===== src/rtl/mont_pkg.sv =====
// mont_pkg
//   Shared definitions for the Montgomery-domain blocks (mont_reduce,
//   long_div and the planned Montgomery multiplier).
//   Provides the default operand/length widths and the common state
//   encoding used by the bit-serial controllers.
package mont_pkg;

  localparam int W_DEF  = 32;
  localparam int LW_DEF = 8;

  typedef enum logic [1:0] {
    ST_IDLE = 2'd0,
    ST_LOOP = 2'd1,
    ST_FIX  = 2'd2
  } mont_state_e;

endpackage


===== src/rtl/mont_redc_step.sv =====
// mont_redc_step
//   One combinational iteration of bit-serial Montgomery reduction:
//     t_out = t_in[0] ? (t_in + m_in) >> 1 : t_in >> 1
//   The sum is formed one bit wider than t so a carry out of the top
//   bit survives the shift.
// Ports:
//   t_in  [W:0]   accumulator value before the step
//   m_in  [W-1:0] modulus
//   t_out [W:0]   accumulator value after the step
module mont_redc_step #(
  parameter int W = 32
) (
  input  logic [W:0]   t_in,
  input  logic [W-1:0] m_in,
  output logic [W:0]   t_out
);

  always_comb begin
    if (t_in[0]) begin
      t_out = (W+1)'(({1'b0, t_in} + {2'b00, m_in}) >> 1);
    end else begin
      t_out = t_in >> 1;
    end
  end

endmodule


===== src/rtl/mont_reduce.sv =====
// mont_reduce
//   Bit-serial Montgomery reduction: mr_out = (num_in * 2^-len) mod modulus.
//   Exit path from the Montgomery domain; uses the same start/end pulse
//   handshake as long_div.
// Ports:
//   clk, rstn       clock, synchronous active-low reset
//   mr_start        start request, only honoured in IDLE
//   len [LW-1:0]    exponent of R = 2^len
//   num_in [W-1:0]  value to reduce (expected < modulus)
//   modulus [W-1:0] modulus, must be odd
//   mr_busy         high while an operation is in flight
//   mr_end          one-cycle completion pulse
//   mr_err          one-cycle pulse with mr_end when modulus was even
//   mr_out [W-1:0]  result, valid from mr_end until the next result
//
// state   | meaning
// --------+------------------------------------------------------------
// IDLE    | waiting for mr_start; also emits the even-modulus error pulse
// LOOP    | one reduction step per cycle, cnt counts down to 1
// FIX     | final conditional subtract, registers result and mr_end
module mont_reduce
  import mont_pkg::*;
#(
  parameter int W  = W_DEF,
  parameter int LW = LW_DEF
) (
  input  logic          clk,
  input  logic          rstn,
  input  logic          mr_start,
  input  logic [LW-1:0] len,
  input  logic [W-1:0]  num_in,
  input  logic [W-1:0]  modulus,
  output logic          mr_busy,
  output logic          mr_end,
  output logic          mr_err,
  output logic [W-1:0]  mr_out
);

  mont_state_e   state_q, state_d;
  logic [W:0]    t_q, t_d;
  logic [W-1:0]  m_q, m_d;
  logic [LW-1:0] cnt_q, cnt_d;
  logic [W-1:0]  out_q, out_d;
  logic          end_q, end_d;
  logic          err_q, err_d;
  // Even modulus is rejected without leaving IDLE; this flag delays the
  // error pulse by one edge so it lands at the same latency as len=0.
  logic          err_pend_q, err_pend_d;

  logic [W:0]    t_step;
  logic          start_acc;

  mont_redc_step #(.W(W)) u_step (
    .t_in  (t_q),
    .m_in  (m_q),
    .t_out (t_step)
  );

  assign start_acc = (state_q == ST_IDLE) && mr_start && !err_pend_q;

  // State register
  always_ff @(posedge clk) begin
    if (!rstn) begin
      state_q <= ST_IDLE;
    end else begin
      state_q <= state_d;
    end
  end

  // Next-state logic
  always_comb begin
    state_d = state_q;
    case (state_q)
      ST_IDLE: begin
        if (start_acc && modulus[0]) begin
          state_d = (len == '0) ? ST_FIX : ST_LOOP;
        end
      end
      ST_LOOP: begin
        if (cnt_q == LW'(1)) begin
          state_d = ST_FIX;
        end
      end
      ST_FIX:  state_d = ST_IDLE;
      default: state_d = ST_IDLE;
    endcase
  end

  // Output decode
  always_comb begin
    mr_busy = (state_q != ST_IDLE);
  end

  // Datapath registers
  always_ff @(posedge clk) begin
    if (!rstn) begin
      t_q        <= '0;
      m_q        <= '0;
      cnt_q      <= '0;
      out_q      <= '0;
      end_q      <= 1'b0;
      err_q      <= 1'b0;
      err_pend_q <= 1'b0;
    end else begin
      t_q        <= t_d;
      m_q        <= m_d;
      cnt_q      <= cnt_d;
      out_q      <= out_d;
      end_q      <= end_d;
      err_q      <= err_d;
      err_pend_q <= err_pend_d;
    end
  end

  // Datapath next values
  always_comb begin
    t_d        = t_q;
    m_d        = m_q;
    cnt_d      = cnt_q;
    out_d      = out_q;
    end_d      = 1'b0;
    err_d      = 1'b0;
    err_pend_d = 1'b0;

    if (start_acc) begin
      if (modulus[0]) begin
        t_d   = {1'b0, num_in};
        m_d   = modulus;
        cnt_d = len;
      end else begin
        err_pend_d = 1'b1;
      end
    end

    if (err_pend_q) begin
      end_d = 1'b1;
      err_d = 1'b1;
      out_d = '0;
    end

    case (state_q)
      ST_LOOP: begin
        t_d   = t_step;
        cnt_d = cnt_q - LW'(1);
      end
      ST_FIX: begin
        // In contract t < m already; the subtract only matters for
        // out-of-range num_in, where truncation keeps the result stable.
        if (t_q >= {1'b0, m_q}) begin
          out_d = W'(t_q - {1'b0, m_q});
        end else begin
          out_d = t_q[W-1:0];
        end
        end_d = 1'b1;
      end
      default: ;
    endcase
  end

  assign mr_end = end_q;
  assign mr_err = err_q;
  assign mr_out = out_q;

endmodule


===== config.mk =====
export PLATFORM = sky130hd
export DESIGN_NAME = mont_reduce
export DESIGN_NICKNAME = d
export VERILOG_FILES = /design/src/rtl/mont_pkg.sv /design/src/rtl/mont_redc_step.sv /design/src/rtl/mont_reduce.sv
export SDC_FILE = /design/constraint.sdc
export NUM_CORES = 1
export LEC_CHECK = 0
export BUFFER_PORTS_ARGS = -buffer_cell sky130_fd_sc_hd__clkbuf_2
export CORE_MARGIN = 2
export CORE_UTILIZATION = 45
export DETAILED_ROUTE_END_ITERATION = 8
export HOLD_SLACK_MARGIN = 0.15
export PLACE_DENSITY = 0.77
export SYNTH_ARGS = -nofsm -noshare
export SYNTH_HDL_FRONTEND = slang
export SYNTH_SLANG_ARGS = --single-unit

===== constraint.sdc =====
create_clock -name clk -period 2.9 [get_ports clk]
set_input_delay 0.58 -clock clk [delete_from_list [all_inputs] [get_ports clk]]
set_output_delay 0.58 -clock clk [all_outputs]
set_load 0.05 [all_outputs]

# Word-level counts from Yosys, hierarchy flattened
# Index checks and enable logic that the tools add are counted.
[classes]
n_addsub = 3
order_cmp = 1
eq_ne = 5
muxes = 17
n_reduce_logical = 14
[ops]
columns = ["op", "count"]
rows = [
  ["$mux W33", 4],
  ["$mux W32", 3],
  ["$add A33 B32 Y34", 1],
  ["$ge A33 B32 Y1", 1],
  ["$sub A32 B32 Y32", 1],
  ["$mux W8", 3],
  ["$eq A8 B1 Y1 const B", 1],
  ["$logic_not A8 Y1", 1],
  ["$reduce_and A2 Y1", 4],
  ["$reduce_bool A2 Y1", 4],
  ["$sub A8 B1 Y8 const B", 1],
  ["$mux W2", 3],
  ["$pmux W2 S2", 1],
  ["$logic_and A1 B1 Y1", 3],
  ["$mux W1", 3],
  ["$eq A2 B1 Y1 const B", 1],
  ["$eq A2 B2 Y1 const B", 1],
  ["$logic_not A2 Y1", 1],
  ["$ne A2 B1 Y1 const B", 1],
  ["$ne A2 B2 Y1 const B", 1],
  ["$logic_not A1 Y1", 1],
]
[totals]
reg_bits = 110
elab_cells = 48

# Logic depth before layout (Yosys ltp)
[logic_depth]
ltp_word = 6
mapped_depth = 13

# Hierarchy
# From an unflattened synthesis, not the netlist that was laid out.
[unflattened]
hier_cells = 1149
hier_area_um2 = 9029.9
[by_module_without_submodules]
columns = ["module", "n_inst", "cells_each", "area_per_inst_um2", "seq_area_each_um2"]
rows = [
  ["mont_reduce", 1, 820, 6567.5, 2202.1],
  ["mont_redc_step", 1, 329, 2462.4, 0.0],
]

# Worst setup path before layout
# No wires, ideal clock.
[synth_timing]
path_type = "reg2reg"
startpoint = "reg t_q[0]"
endpoint = "reg out_q[28] (netlist: mr_out[28])"
setup_ns = 0.126
arrival_time_ns = 2.938
t_required_ns = 2.774
path_slack_ns = -0.163
path_stages_with_launch = 14
n_path_buf = 1
path_cell_list = "dfxtp_1 > clkbuf_1 > inv_1 > ha_1 > fa_1 > nor2b_1 > o31ai_2 > a211oi_1 > a211oi_1 > o31ai_1 > nand3_1 > nand3_1 > xnor2_1 > o21ai_1"
[synth_via]
elab_chain_len = 3
elab_cells_between_ends = 4
cone_classes = "1 x add/sub; 1 x order compare; 2 x mux"
[synth_lines]
columns = ["element", "line_no", "rtl"]
rows = [
  ["from (decl)", "mont_reduce.sv:40", "logic [W:0] t_q, t_d;"],
  ["from (signal assigned)", "mont_reduce.sv:105", "t_q <= t_d;"],
  ["$sub A32 B32 Y32 or $ge A33 B32 Y1 (tied branches)", "mont_reduce.sv:150, mont_reduce.sv:149", ""],
  ["$mux W32 *", "mont_reduce.sv:149", "if (t_q >= {1'b0, m_q}) begin"],
  ["$mux W32 *", "mont_reduce.sv:141", "case (state_q)"],
  ["to (signal assigned)", "mont_reduce.sv:108", "out_q <= out_d;"],
  ["to (decl)", "mont_reduce.sv:43", "logic [W-1:0] out_q, out_d;"],
]
# Mark *: on every way between the ends. The rest lies on a longest branch, timed or not.
# A chain may end at the register's enable or synchronous reset.

# Worst setup path in the final report
[layout_timing]
startpoint = "reg m_q[22]"
endpoint = "reg out_q[17] (netlist: mr_out[17])"
[layout_via]
elab_chain_len = 3
[layout_lines]
columns = ["element", "line_no", "rtl"]
rows = [
  ["from (decl)", "mont_reduce.sv:41", "logic [W-1:0] m_q, m_d;"],
  ["from (signal assigned)", "mont_reduce.sv:106", "m_q <= m_d;"],
  ["$ge A33 B32 Y1", "mont_reduce.sv:149", ""],
  ["$mux W32", "mont_reduce.sv:149", ""],
  ["$mux W32", "mont_reduce.sv:141", ""],
]
# Every way passes these cells.

==> metrics.csv <==
stage,metric,value,unit
floorplan,number of cell rows,50,
floorplan,Die Height,140.7,µm
clocking,Root Buffer,clkbuf_16,
place,gp weighted congestion,0.9814,
synthesis,top post-synthesis cells by area,"dfxtp_1 26%, ha_1 9.8%, nand2_1 9.1%",
clocking,Worst-path clk slew,0.09,ns
synthesis,Mapped Nets,1274,
sta,fin. max-slew vios,0,
drt,drt pass-1 iters,5,
critical_path,WP data required,3.15,ns
floorplan,core area,18520,µm²
power_and_ir_drop,Pwr Density,590.3,nW/µm²
clocking,clock sink total,110,
drt,DRT Wirelength,29100,µm
global_route,number of global-route vias before repair,8683,
clocking,Clock Latency Late Sink,0.37,ns
power_and_ir_drop,P_leak,4.923,nW
synthesis,Gate Count Post-Synth,1131,
worst_hold_path,Hold Crit Class,in2reg,
synthesis,asr flop ratio synth,0,%
floorplan,die area,19800,µm²
cells_and_area,FILL cells,1708,
sta,Setup TNS,0,ns
floorplan,Ports,110,
run_status,run status,"finished, final reports clean",
power_and_ir_drop,Pwr Total,6.500,mW
clocking,Max H-tree Level,3,
place,dpl cells,1550,
drt,Final ANT Viol Nets,0,
cells_and_area,synthesis-to-layout area growth,30.87,%
global_route,Total GRT Usage,28.56,%
global_route,first-pass GRT wire length,45400,µm
synthesis,Synth Area per Inst,7.439,µm²
floorplan,Initial Utilization,45.43,%
sta,Slew Limit Headroom,55.13,%
drt,Routed WL per cell,18.43,µm
critical_path,critical path startpoint category,flop,
sta,unrepaired setup endpoints after global routing,true,
critical_path,crit path DAT,3.12,ns
flow_run,max_cap viols,0,
sta,post-route clock skew,0.01152,ns
global_route,initial antenna violation count,0,
clocking,Max clock buf depth,2,
synthesis,"Seq/Total Area, Yosys",26.17,%
synthesis,top cell type's share of synthesized area,26.17,%
sta,Worst-Margin Slew,0.6731,ns
synthesis,ys flop type,dfxtp_1,
synthesis,Yosys reg bits,110,
cells_and_area,NumNets Final,1483,
sta,Fmax achieved,349.0,MHz
cells_and_area,n_diodes,0,
global_route,GR Overflow Total,0,
clocking,TritonCTS buffer count,9,
clocking,CTS tree,done,
sta,final hold viol count,0,
synthesis,dominant cell type by area after synthesis,dfxtp_1,
critical_path,critical path class,reg2reg,
sta,period utilisation layout,98.81,%
global_route,largest net degree at the start of global routing,74,
power_and_ir_drop,VDD IR max,0.0003639,V
drt,initial DRC count,671,
critical_path,Crit Path Max Fanout,6,
floorplan,Chip Width,140.7,µm
place,HPWL after detailed placement,21500,µm
synthesis,Ys Warns,0,
synthesis,Unique masters post-synth,75,
synthesis,Post-synth EDFFs,0,
clocking,"Hold-fix buffers, CTS",0,
drt,DRC,0,
drt,Vias per Instance,5.732,
cells_and_area,post-route insts no fill,1579,
sta,# setup viols final,0,
drt,DR vias,9051,
synthesis,Synth Cell Area,8413,µm²
place,port bufs,109,
sta,hold_ws,0.4296,ns
cells_and_area,share of cells above drive strength 1,28.10,%
sta,min cycle time layout,2.865,ns
critical_path,CP endpoint kind,flop,
==> routing by layer <==
| layer | track usage, % | up-vias | wire length [µm] |
|---|---|---|---|
| met4 | 10.32 | 0 | 836 |
| met5 | 0 | - | 0 |
| met3 | 5.197 | 63 | 2110 |
| met2 | 45.26 | 385 | 13130 |
| li1 | - | 4368 | - |
| met1 | 39.02 | 4235 | 13020 |
==> placed cells by master (no fill, tap or decap), types with 10 or more instances in the layout <==
master | Yosys | final
nor3_1 | 13 | 11
mux2i_1 | 23 | 20
dfxtp_1 | 110 | 101
nor2_1 | 70 | 66
clkbuf_2 | 0 | 109
xnor2_1 | 47 | 47
ha_1 | 66 | 54
o21bai_1 | 16 | 16
a21o_1 | 10 | 10
buf_4 | 3 | 143
o21ai_1 | 6 | 18
o211ai_1 | 12 | 12
a21oi_1 | 89 | 85
nand3_1 | 42 | 37
a31oi_1 | 13 | 12
a211oi_1 | 14 | 11
clkbuf_16 | 0 | 11
ha_4 | 0 | 10
a21boi_0 | 36 | 35
inv_1 | 62 | 60
nand2_1 | 203 | 198
buf_6 | 2 | 11
o21ai_0 | 65 | 52
o311ai_0 | 10 | 10
o21a_1 | 12 | 12
nor2b_1 | 16 | 15
==> power by group <==
group          internal (mW)  switching (mW)  total, mW  leakage (nW)
Sequential              1.62          0.0997       1.72         0.900
Combinational           1.59            1.88       3.47          3.87
Clock                  0.616           0.688       1.30         0.149
==> state kept, by name, indices dropped and copies added, names as in the netlist <==
register / flops
t_q: 33
m_q: 32
mr_out: 32
cnt_q: 8
state_q: 2
err_pend_q: 1
mr_end: 1
mr_err: 1
==> through the flow <==
stage                     utilization, %  worst slack (ns)  area, µm²
after floorplan                        -           0.05855       8419
after global placement             54.59           -0.1079      10110
after detailed placement           54.59          -0.09821      10110
after CTS                          56.57         -0.006194      10480
after global routing               59.46          -0.04217      11010
final                              59.46           0.03455      11010
==> final timing paths <==
check               endpoint  slack (ns)  cells after the start         from
setup / recovery  mr_out[17]        0.03                     15      m_q[22]
hold / removal       m_q[11]        0.43                      3  modulus[11]
setup reg to reg  mr_out[17]        0.03                     15      m_q[22]
hold reg to reg   mr_out[19]        0.45                      2   mr_out[19]
==> worst max-delay path, stage by stage (launching register included) <==
cell,delay (ns)
dfxtp_1,0.35
inv_1,0.07
ha_4,0.29
inv_1,0.05
buf_4,0.16
nor3_4,0.23
buf_4,0.17
nor2_1,0.04
nor2_1,0.18
nand2_2,0.10
o41ai_4,0.33
buf_6,0.18
buf_12,0.11
clkbuf_16,0.16
mux2i_2,0.24
o21ai_1,0.07
==> what timing repair did <==
action / 4_1_cts / 5_1_grt
setup buffers: 0 / 10
endpoints found under the setup margin: 25 / 43
gates resized for setup: 11 / 96
gates cloned: 0 / 3
pin swaps: 2 / 28
==> cell usage after synthesis, types with 6 or more instances <==
library cell / number
nand2_1: 203
dfxtp_1: 110
a21oi_1: 89
nor2_1: 70
ha_1: 66
o21ai_0: 65
inv_1: 62
clkbuf_1: 48
xnor2_1: 47
nand3_1: 42
a21boi_0: 36
mux2i_1: 23
buf_2: 20
nor2b_1: 16
o21bai_1: 16
a211oi_1: 14
a31oi_1: 13
nor3_1: 13
o211ai_1: 12
o21a_1: 12
a21o_1: 10
nor4_1: 10
o311ai_0: 10
o211a_1: 9
xor2_1: 8
nand4_1: 7
and2_1: 6
o21ai_1: 6
==> kinds of logic after synthesis <==
kind of cell / count (synthesis) / synth area share, %
simple gates: 400 / 21.24
buf+inv: 137 / 6.722
xor+xnor: 55 / 5.726
fa+ha+maj: 68 / 10.29
mux: 25 / 3.004
compound gates: 336 / 26.84
flops: 110 / 26.17
==> cell type report <==
class,count,area [µm²],area share (%)
clock buffer,9,225.2,2.045
timing repair buffer,272,1928,17.51
multi-input combinational,884,6037,54.83
sequential,110,2213,20.10
clock inverter,7,77.57,0.7045
tap,234,292.8,2.659
inverter,63,236.5,2.148
No activity file was read; power rests on OpenSTA's default activity.
